===== config.mk =====
export PLATFORM = sky130hd
export DESIGN_NAME = peg_score_sequencer
export DESIGN_NICKNAME = d
export VERILOG_FILES = /design/src/rtl/mastermind_pkg.sv /design/src/rtl/score_accum.sv /design/src/rtl/peg_score_sequencer.sv
export SDC_FILE = /design/constraint.sdc
export NUM_CORES = 1
export LEC_CHECK = 0
export ABC_AREA = 1
export CAP_MARGIN = 20
export CORE_UTILIZATION = 50
export CTS_BUF_LIST = sky130_fd_sc_hd__clkbuf_2 sky130_fd_sc_hd__clkbuf_4 sky130_fd_sc_hd__clkbuf_8
export CTS_CLUSTER_SIZE = 25
export DETAILED_ROUTE_END_ITERATION = 16
export MAX_ROUTING_LAYER = met4
export PLACE_DENSITY_LB_ADDON = 0.2
export SETUP_SLACK_MARGIN = 0.4
export SLEW_MARGIN = 15
export SYNTH_ARGS = -nofsm -noshare
export SYNTH_HDL_FRONTEND = slang
export SYNTH_SLANG_ARGS = --single-unit

===== constraint.sdc =====
create_clock -name clk -period 2.47 [get_ports clk]
set_clock_uncertainty 0.05 [all_clocks]
set_input_delay 0.494 -clock clk [delete_from_list [all_inputs] [get_ports clk]]
set_output_delay 0.494 -clock clk [all_outputs]
set_load 0.03 [all_outputs]

===== src/rtl/mastermind_pkg.sv =====
// Shared Mastermind types: default geometry, peg colour, score record and
// scoring FSM state encoding.
package mastermind_pkg;

    localparam int unsigned DEFAULT_COLOR_W = 3;
    localparam int unsigned DEFAULT_NPEG    = 4;
    localparam int unsigned DEFAULT_CNT_W   = $clog2(DEFAULT_NPEG + 1);

    typedef logic [DEFAULT_COLOR_W-1:0] peg_t;

    typedef struct packed {
        logic [DEFAULT_CNT_W-1:0] black;
        logic [DEFAULT_CNT_W-1:0] white;
        logic                     win;
    } score_t;

    typedef enum logic [1:0] {
        StIdle  = 2'd0,
        StExact = 2'd1,
        StCross = 2'd2,
        StDone  = 2'd3
    } score_state_t;

endpackage


===== src/rtl/score_accum.sv =====
// Scoring accumulator: per-peg used masks for code and guess plus the
// black/white match counters, all cleared together at the start of a score.
module score_accum #(
    parameter int unsigned NPEG  = 4,
    parameter int unsigned IDX_W = 2,
    parameter int unsigned CNT_W = 3
) (
    input  logic             clk,
    input  logic             reset,
    input  logic             clear,
    input  logic             set_en,
    input  logic [IDX_W-1:0] set_code_idx,
    input  logic [IDX_W-1:0] set_guess_idx,
    input  logic             inc_black,
    input  logic             inc_white,
    output logic [NPEG-1:0]  code_used,
    output logic [NPEG-1:0]  guess_used,
    output logic [CNT_W-1:0] black,
    output logic [CNT_W-1:0] white
);

    always_ff @(posedge clk) begin
        if (reset || clear) begin
            code_used  <= '0;
            guess_used <= '0;
            black      <= '0;
            white      <= '0;
        end else begin
            if (set_en) begin
                code_used[set_code_idx]   <= 1'b1;
                guess_used[set_guess_idx] <= 1'b1;
            end
            if (inc_black) black <= black + CNT_W'(1);
            if (inc_white) white <= white + CNT_W'(1);
        end
    end

    // Every match consumes one code peg, so the sum can never pass NPEG.
    black_bound_a: assert property (@(posedge clk) disable iff (reset)
        black <= CNT_W'(NPEG));
    white_bound_a: assert property (@(posedge clk) disable iff (reset)
        white <= CNT_W'(NPEG));
    total_bound_a: assert property (@(posedge clk) disable iff (reset)
        ({1'b0, black} + {1'b0, white}) <= (CNT_W + 1)'(NPEG));

endmodule


===== src/rtl/peg_score_sequencer.sv =====
// Mastermind scoring sequencer: exact pass, then colour-only cross pass, then a
// one-cycle done. Build option SCORE_EARLY_EXIT_EN skips the cross pass on all-black.
module peg_score_sequencer
    import mastermind_pkg::*;
#(
    parameter int unsigned COLOR_W = DEFAULT_COLOR_W,
    parameter int unsigned NPEG    = DEFAULT_NPEG,
    localparam int unsigned IDX_W  = $clog2(NPEG),
    localparam int unsigned CNT_W  = $clog2(NPEG + 1)
) (
    input  logic               clk,
    input  logic               reset,
    input  logic               start,
    output logic [IDX_W-1:0]   code_idx,
    output logic [IDX_W-1:0]   guess_idx,
    input  logic [COLOR_W-1:0] code_peg,
    input  logic [COLOR_W-1:0] guess_peg,
    output logic               busy,
    output logic               done,
    output logic [CNT_W-1:0]   black,
    output logic [CNT_W-1:0]   white,
    output logic               win
);

    localparam logic [IDX_W-1:0] LAST_IDX = IDX_W'(NPEG - 1);

    score_state_t     state;
    logic [IDX_W-1:0] i;
    logic [IDX_W-1:0] g;
    logic [IDX_W-1:0] c;

    logic [NPEG-1:0]  code_used;
    logic [NPEG-1:0]  guess_used;
    logic             pegs_eq;
    logic             exact_hit;
    logic             cross_hit;
    logic             cross_adv;
    logic             clear;

    always_comb begin
        code_idx  = '0;
        guess_idx = '0;
        unique case (state)
            StExact: begin
                code_idx  = i;
                guess_idx = i;
            end
            StCross: begin
                code_idx  = c;
                guess_idx = g;
            end
            default: ;
        endcase
    end

    always_comb begin
        pegs_eq   = (code_peg == guess_peg);
        exact_hit = (state == StExact) && pegs_eq;
        cross_hit = (state == StCross) && !guess_used[g] && !code_used[c] && pegs_eq;
        // Move on to the next guess peg once it is consumed or the code row is exhausted.
        cross_adv = (state == StCross) && (guess_used[g] || cross_hit || (c == LAST_IDX));
        clear     = (state == StIdle) && start;
    end

`ifdef SCORE_EARLY_EXIT_EN
    logic [CNT_W-1:0] black_after;
    assign black_after = black + CNT_W'(exact_hit);
`endif

    always_ff @(posedge clk) begin
        if (reset) begin
            state <= StIdle;
            i     <= '0;
            g     <= '0;
            c     <= '0;
            busy  <= 1'b0;
            done  <= 1'b0;
            win   <= 1'b0;
        end else begin
            done <= 1'b0;
            unique case (state)
                StIdle: begin
                    if (start) begin
                        state <= StExact;
                        busy  <= 1'b1;
                        win   <= 1'b0;
                        i     <= '0;
                        g     <= '0;
                        c     <= '0;
                    end
                end
                StExact: begin
                    if (i == LAST_IDX) begin
                        i <= '0;
                        g <= '0;
                        c <= '0;
`ifdef SCORE_EARLY_EXIT_EN
                        if (black_after == CNT_W'(NPEG)) begin
                            state <= StDone;
                            done  <= 1'b1;
                            win   <= 1'b1;
                        end else begin
                            state <= StCross;
                        end
`else
                        state <= StCross;
`endif
                    end else begin
                        i <= i + IDX_W'(1);
                    end
                end
                StCross: begin
                    if (cross_adv) begin
                        c <= '0;
                        if (g == LAST_IDX) begin
                            g     <= '0;
                            state <= StDone;
                            done  <= 1'b1;
                            win   <= (black == CNT_W'(NPEG));
                        end else begin
                            g <= g + IDX_W'(1);
                        end
                    end else begin
                        c <= c + IDX_W'(1);
                    end
                end
                StDone: begin
                    state <= StIdle;
                    busy  <= 1'b0;
                end
                default: state <= StIdle;
            endcase
        end
    end

    score_accum #(
        .NPEG  (NPEG),
        .IDX_W (IDX_W),
        .CNT_W (CNT_W)
    ) u_accum (
        .clk           (clk),
        .reset         (reset),
        .clear         (clear),
        .set_en        (exact_hit || cross_hit),
        .set_code_idx  (code_idx),
        .set_guess_idx (guess_idx),
        .inc_black     (exact_hit),
        .inc_white     (cross_hit),
        .code_used     (code_used),
        .guess_used    (guess_used),
        .black         (black),
        .white         (white)
    );

endmodule


* Yosys cells after proc, flatten, opt, wreduce, memory -nomap -nowiden *
Cells that the tools add are included.

operators by class
  equality and inequality tests = 12
  $add $sub $neg = 5
  reduce and logical (&&, ||, !) cells = 26
  bitwise operators = 4
  muxes and demuxes = 31
  $lt $le $gt $ge = 6

operators by type and width
  operator                                                           number
  2-to-1 mux 2 bit                                                   10
  < comparator 2 x 3 -> 1 bit, second input constant                 4
  one-hot mux 2 bit (2 select lines)                                 3
  one-hot mux 2 bit (3 select lines)                                 2
  AND reduction 4 bit                                                3
  equality test 2 bit, second input constant                         5
  2-to-1 mux 1 bit                                                   9
  logical AND 1 bit                                                  8
  bitwise OR 4 bit                                                   2
  one-hot mux 2 bit (4 select lines)                                 1
  adder 2 x 1 -> 2 bit, second input constant                        3
  adder 3 x 1 -> 3 bit, second input constant                        2
  nonzero test 2 bit                                                 3
  binary-select mux 1 bit (select 2 bit)                             2
  demux 1 bit (select 2 bit)                                         2
  greater-or-equal comparator 2 x 1 -> 1 bit, second input constant  2
  logical OR 1 bit                                                   4
  != test 2 x 1 -> 1 bit, second input constant                      2
  != test 2 bit, second input constant                               2
  one-hot mux 1 bit (2 select lines)                                 2
  AND reduction 2 bit                                                2
  equality test 3 bit                                                1
  equality test 3 bit, second input constant                         1
  AND reduction 3 bit                                                1
  other kinds (6)                                                    8

storage, ports and cells
  output and inout port bits = 13
  bits of input ports = 9
  flip-flop bits (word level) = 25

* Longest topological paths before layout *
  word-level depth = 11
  mapped depth = 12
  depth with buffers taken out = 12

* Hierarchy *
From an unflattened synthesis, not the netlist that was laid out.

second synthesis, totals
  cell total of the unflattened synthesis = 204
  area, all modules = 1,491.4 sq um

by module, submodules not included
  module               area an instance (sq um)  sequential area each (sq um)  cells an instance  times used
  peg_score_sequencer  907.1                     220.2                         136                1
  score_accum          584.3                     280.3                         68                 1

* Worst setup path after synthesis *
No wires, ideal clock.

  kind = reg2out
  start = reg state[0]
  end = out code_idx[1]
  required time = 1,926 ps
  stages on the path, launching flop included = 7
  slack = 632 ps
  arrival time = 1,294 ps
  path buffers = 0
  cell sequence = dfxtp_1 -> inv_1 -> ha_1 -> inv_2 -> o22ai_1 -> nand2_1 -> inv_1

on the way
  longest elaborated chain between the ends = 2
  elaborated cells between the ends (all ways) = 3
  classes of those cells = eq/ne: 2; mux: 1

ends and longest elaborated chain
  what                                                                        line                        source
  start: declaration                                                          peg_score_sequencer.sv:27   score_state_t state;
  start signal: assignment                                                    peg_score_sequencer.sv:72   state <= StIdle;
  start signal: assignment                                                    peg_score_sequencer.sv:84   state <= StExact;
  start signal: assignment                                                    peg_score_sequencer.sv:106  state <= StCross;
  equality test 2 bit / equality test 2 x 1 -> 1 bit (equally long branches)  peg_score_sequencer.sv:43   unique case (state)
  one-hot mux 2 bit (2 select lines) (*)                                      peg_score_sequencer.sv:43
  end: declaration                                                            peg_score_sequencer.sv:14   output logic [IDX_W-1:0] code_idx,

Mark *: on every way between the ends. The rest lies on a longest branch, timed or not.

* Worst setup path after layout *
  start = reg state[1]
  end = out code_idx[0]

The elaborated chain is that of the path after synthesis.

==> results.md <==
* Asr flop ratio synth at 0%
* Sequential share of the synthesized area at 36.0%
* Static leakage at 0.809 nW
* Num CTS Buffers at 3
* Least-Margin Pin Slew at 0.501 ns
* Finished Cell Area at 1810 um^2
* Clock Sink Count at 25
* Worst path max stage delay at 0.39 ns
* Crit path required time at 1.93 ns
* Nets@finish at 244
* Top-area cell type share of the netlist area at 36.0%
* Fin crit period at 2.05 ns
* Worst Setup End Kind: output pin
* Switching pwr at 0.750 mW
* Initial DRC Count at 30
* Yosys top cell by area: dfxtp_1
* Number of distinct library cells after synthesis at 26
* Die ar. at 3000 um^2
* Most frequent cells in the layout: 39 x nand2_1, 25 x inv_1, 23 x dfxtp_1, 17 x nor2_1, 17 x clkdlybuf4s50_1
* Most used flip-flop cell after synthesis: dfxtp_1
* Synth warn at 0
* CP Max Fanout at 7
* FF/Latch Area at 508 um^2
* Post-Syn Instances at 190
* Area grow syn2layout at 29.8%
* R2r setup slk at 0.67 ns
* Max-Cap Viols at 0
* Max VDD drop at 0.671 mV
* P per Cell Area at 912 nW/um^2
* Post-synth EDFFs at 0
* Root Buffer: clkbuf_4
* Max transition margin at 66.4%
* Clk pwr share at 11.5%
* GRT Overall Usage at 23.7%
* # DRC at 0
* DR WL/cell at 13.2 um
* ANT cells at 0
* First-pass GRT wire length at 4.77 mm
* Vias in the first global route at 1150
* Yosys reg bits at 25
* Final hold slack at 0.433 ns
* Sequential share of power at 32.8%
* I/O Buffers at 21
* Combinational Power Share at 55.7%
* Initial Util at 54.7%
* Pin count of the biggest net entering global routing at 14
* Cell class contributing the biggest share of worst-path delay: flip-flops
* CTS tree: built
* Critical-path top delay cell: dfxtp_4
* Critical path buffers and inverters at 4
* CP Class: reg -> out
* Synth top area cells: dfxtp_1 36%, nand2_1 11%, ha_1 9.9%
* Row cnt at 18
* Period utilisation layout at 83.0%
* Via count at 1322
* Sw Share at 45.6%
* Crit. path cell count at 7
* Multi-input gate area at 806 um^2
* Worst Setup Start Kind: register
* 1st-pass router iterations at 4
* HP Class: reg -> reg
* Grt total ovfl at 0
* Status: finished clean
* Final setup fails at 0
* Die Span Y at 54.8 um
* Vias/cell at 5.23
* CTS max path bufs at 2
* Pint at 0.897 mW
* Worst r2r path cells at 9
* Hold path cells at 2
* Slew Limit Fails at 0
* H-tree depth at 1
* Synth Net Count at 210
* Layout cell share with drive strength beyond 1 at 21.5%
* DRT antenna net count at 0
* Most common cell after layout, fill and taps aside: nand2_1
* Critical path cell sequence: inv_4, ha_4, inv_2, o22ai_1, nand2_1, inv_2, buf_6
* Count of final hold-check violations at 0
* Initial antenna violation count at 0
* WL final at 3.34 mm
* Final GP Congestion at 0.883
* Core ar. at 2540 um^2
* Cell mode on critical path: inv_2
* Syn_area_per_cell at 7.32 um^2
* Hpwl dp at 2.48 mm
* Latest clock arrival within the worst-skew pair at 0.31 ns
* Final TNS setup at 0 ns
* I/O pins at 22
* Clock transition at path regs at 0.13 ns
* Die width at 54.8 um
* Max Freq at 488 MHz
* Worst EP arrival at 1.51 ns
* # fillers at 214
* RSZ-0062 raised after global routing: true
* Netlist Area Pre-Place at 1390 um^2
* Placed Area at 1650 um^2
sequential cells by signal, indices dropped and copies added (netlist names):
register            cells
busy                    1
c                       2
done                    1
g                       2
i                       2
state                   2
u_accum.black           3
u_accum.code_used       4
u_accum.guess_used      4
u_accum.white           3
win                     1
logic make-up after synthesis:
kind of cell               after synthesis  synth area share (%)
xor gates and xnor gates                 3                  1.89
adders and majority gates               11                  9.89
buffers and inverters                   36                  9.71
DFF                                     25                  36.0
AOI/OAI and AO/OA                       34                  14.7
and+or+nand+nor                         81                  27.8
final cells by class:
class,instances,area share [%]
Clock buffer,4,1.66
Inverter,35,7.83
Multi-Input combinational cell,129,44.6
Sequential cell,25,28.1
Tap cell,30,2.08
Timing Repair Buffer,30,15.7
path summary, 6_finish.rpt:
check / end / startpoint
setup reg to reg: g[1] / state[1]
hold reg to reg: u_accum.white[2] / u_accum.white[2]
hold / removal: u_accum.white[2] / u_accum.white[2]
setup / recovery: code_idx[0] / state[1]
layer usage:
metal | vias up | track usage (%) | wire, um
met5 | - | - | 0
met4 | 0 | 10.7 | 42
met3 | 5 | 3.33 | 103
met2 | 31 | 40.4 | 1740
met1 | 597 | 27.1 | 1450
li1 | 689 | - | -
power by group through the flow:
stage	Clock (mW)	Combinational, mW	Sequential, mW
after global placement	0	0.762	0.515
final	0.190	0.917	0.540
after CTS	0.196	0.856	0.525
after detailed placement	0	0.790	0.519
after floorplan	0	0.561	0.533
after global routing	0.207	0.999	0.547
cell usage after synthesis, types with 4 or more instances:
| library cell | n |
|---|---|
| nand2_1 | 39 |
| o21ai_0 | 5 |
| inv_2 | 4 |
| nand3_1 | 8 |
| o22ai_1 | 5 |
| nor2_1 | 17 |
| a31oi_1 | 8 |
| ha_1 | 11 |
| dfxtp_1 | 25 |
| nand4_1 | 5 |
| inv_1 | 31 |
| a21oi_1 | 9 |
worst reg2reg max path, cell delays in order, from the launching register on:
cell and delay (ns):
dfxtp_4 0.40, inv_4 0.06, buf_4 0.13, ha_1 0.23, inv_1 0.09, nor2_1 0.06, nor3_2 0.39, nand2_2 0.13
nand2_2 0.09, o21ai_1 0.06
timing repair:
action / in CTS / in global routing
buffers inserted: 3 / 4
gates resized for setup: 34 / 9
hold buffers: 0 / 0
setup endpoints to repair: 4 / 4
pin swaps: 2 / 4
metrics by stage:
stage | power [mW] | cells | utilization [%] | setup WS (ns)
2_1_floorplan | 1.09 | 190 | - | 0.632
3_3_place_gp | 1.28 | 242 | 64.7 | 0.189
3_5_place_dp | 1.31 | 242 | 64.7 | 0.101
4_1_cts | 1.58 | 249 | 68.4 | 0.386
5_1_grt | 1.75 | 253 | 70.9 | 0.345
6_report | 1.65 | 253 | 70.9 | 0.419
Power figures use the tool's default switching activity.
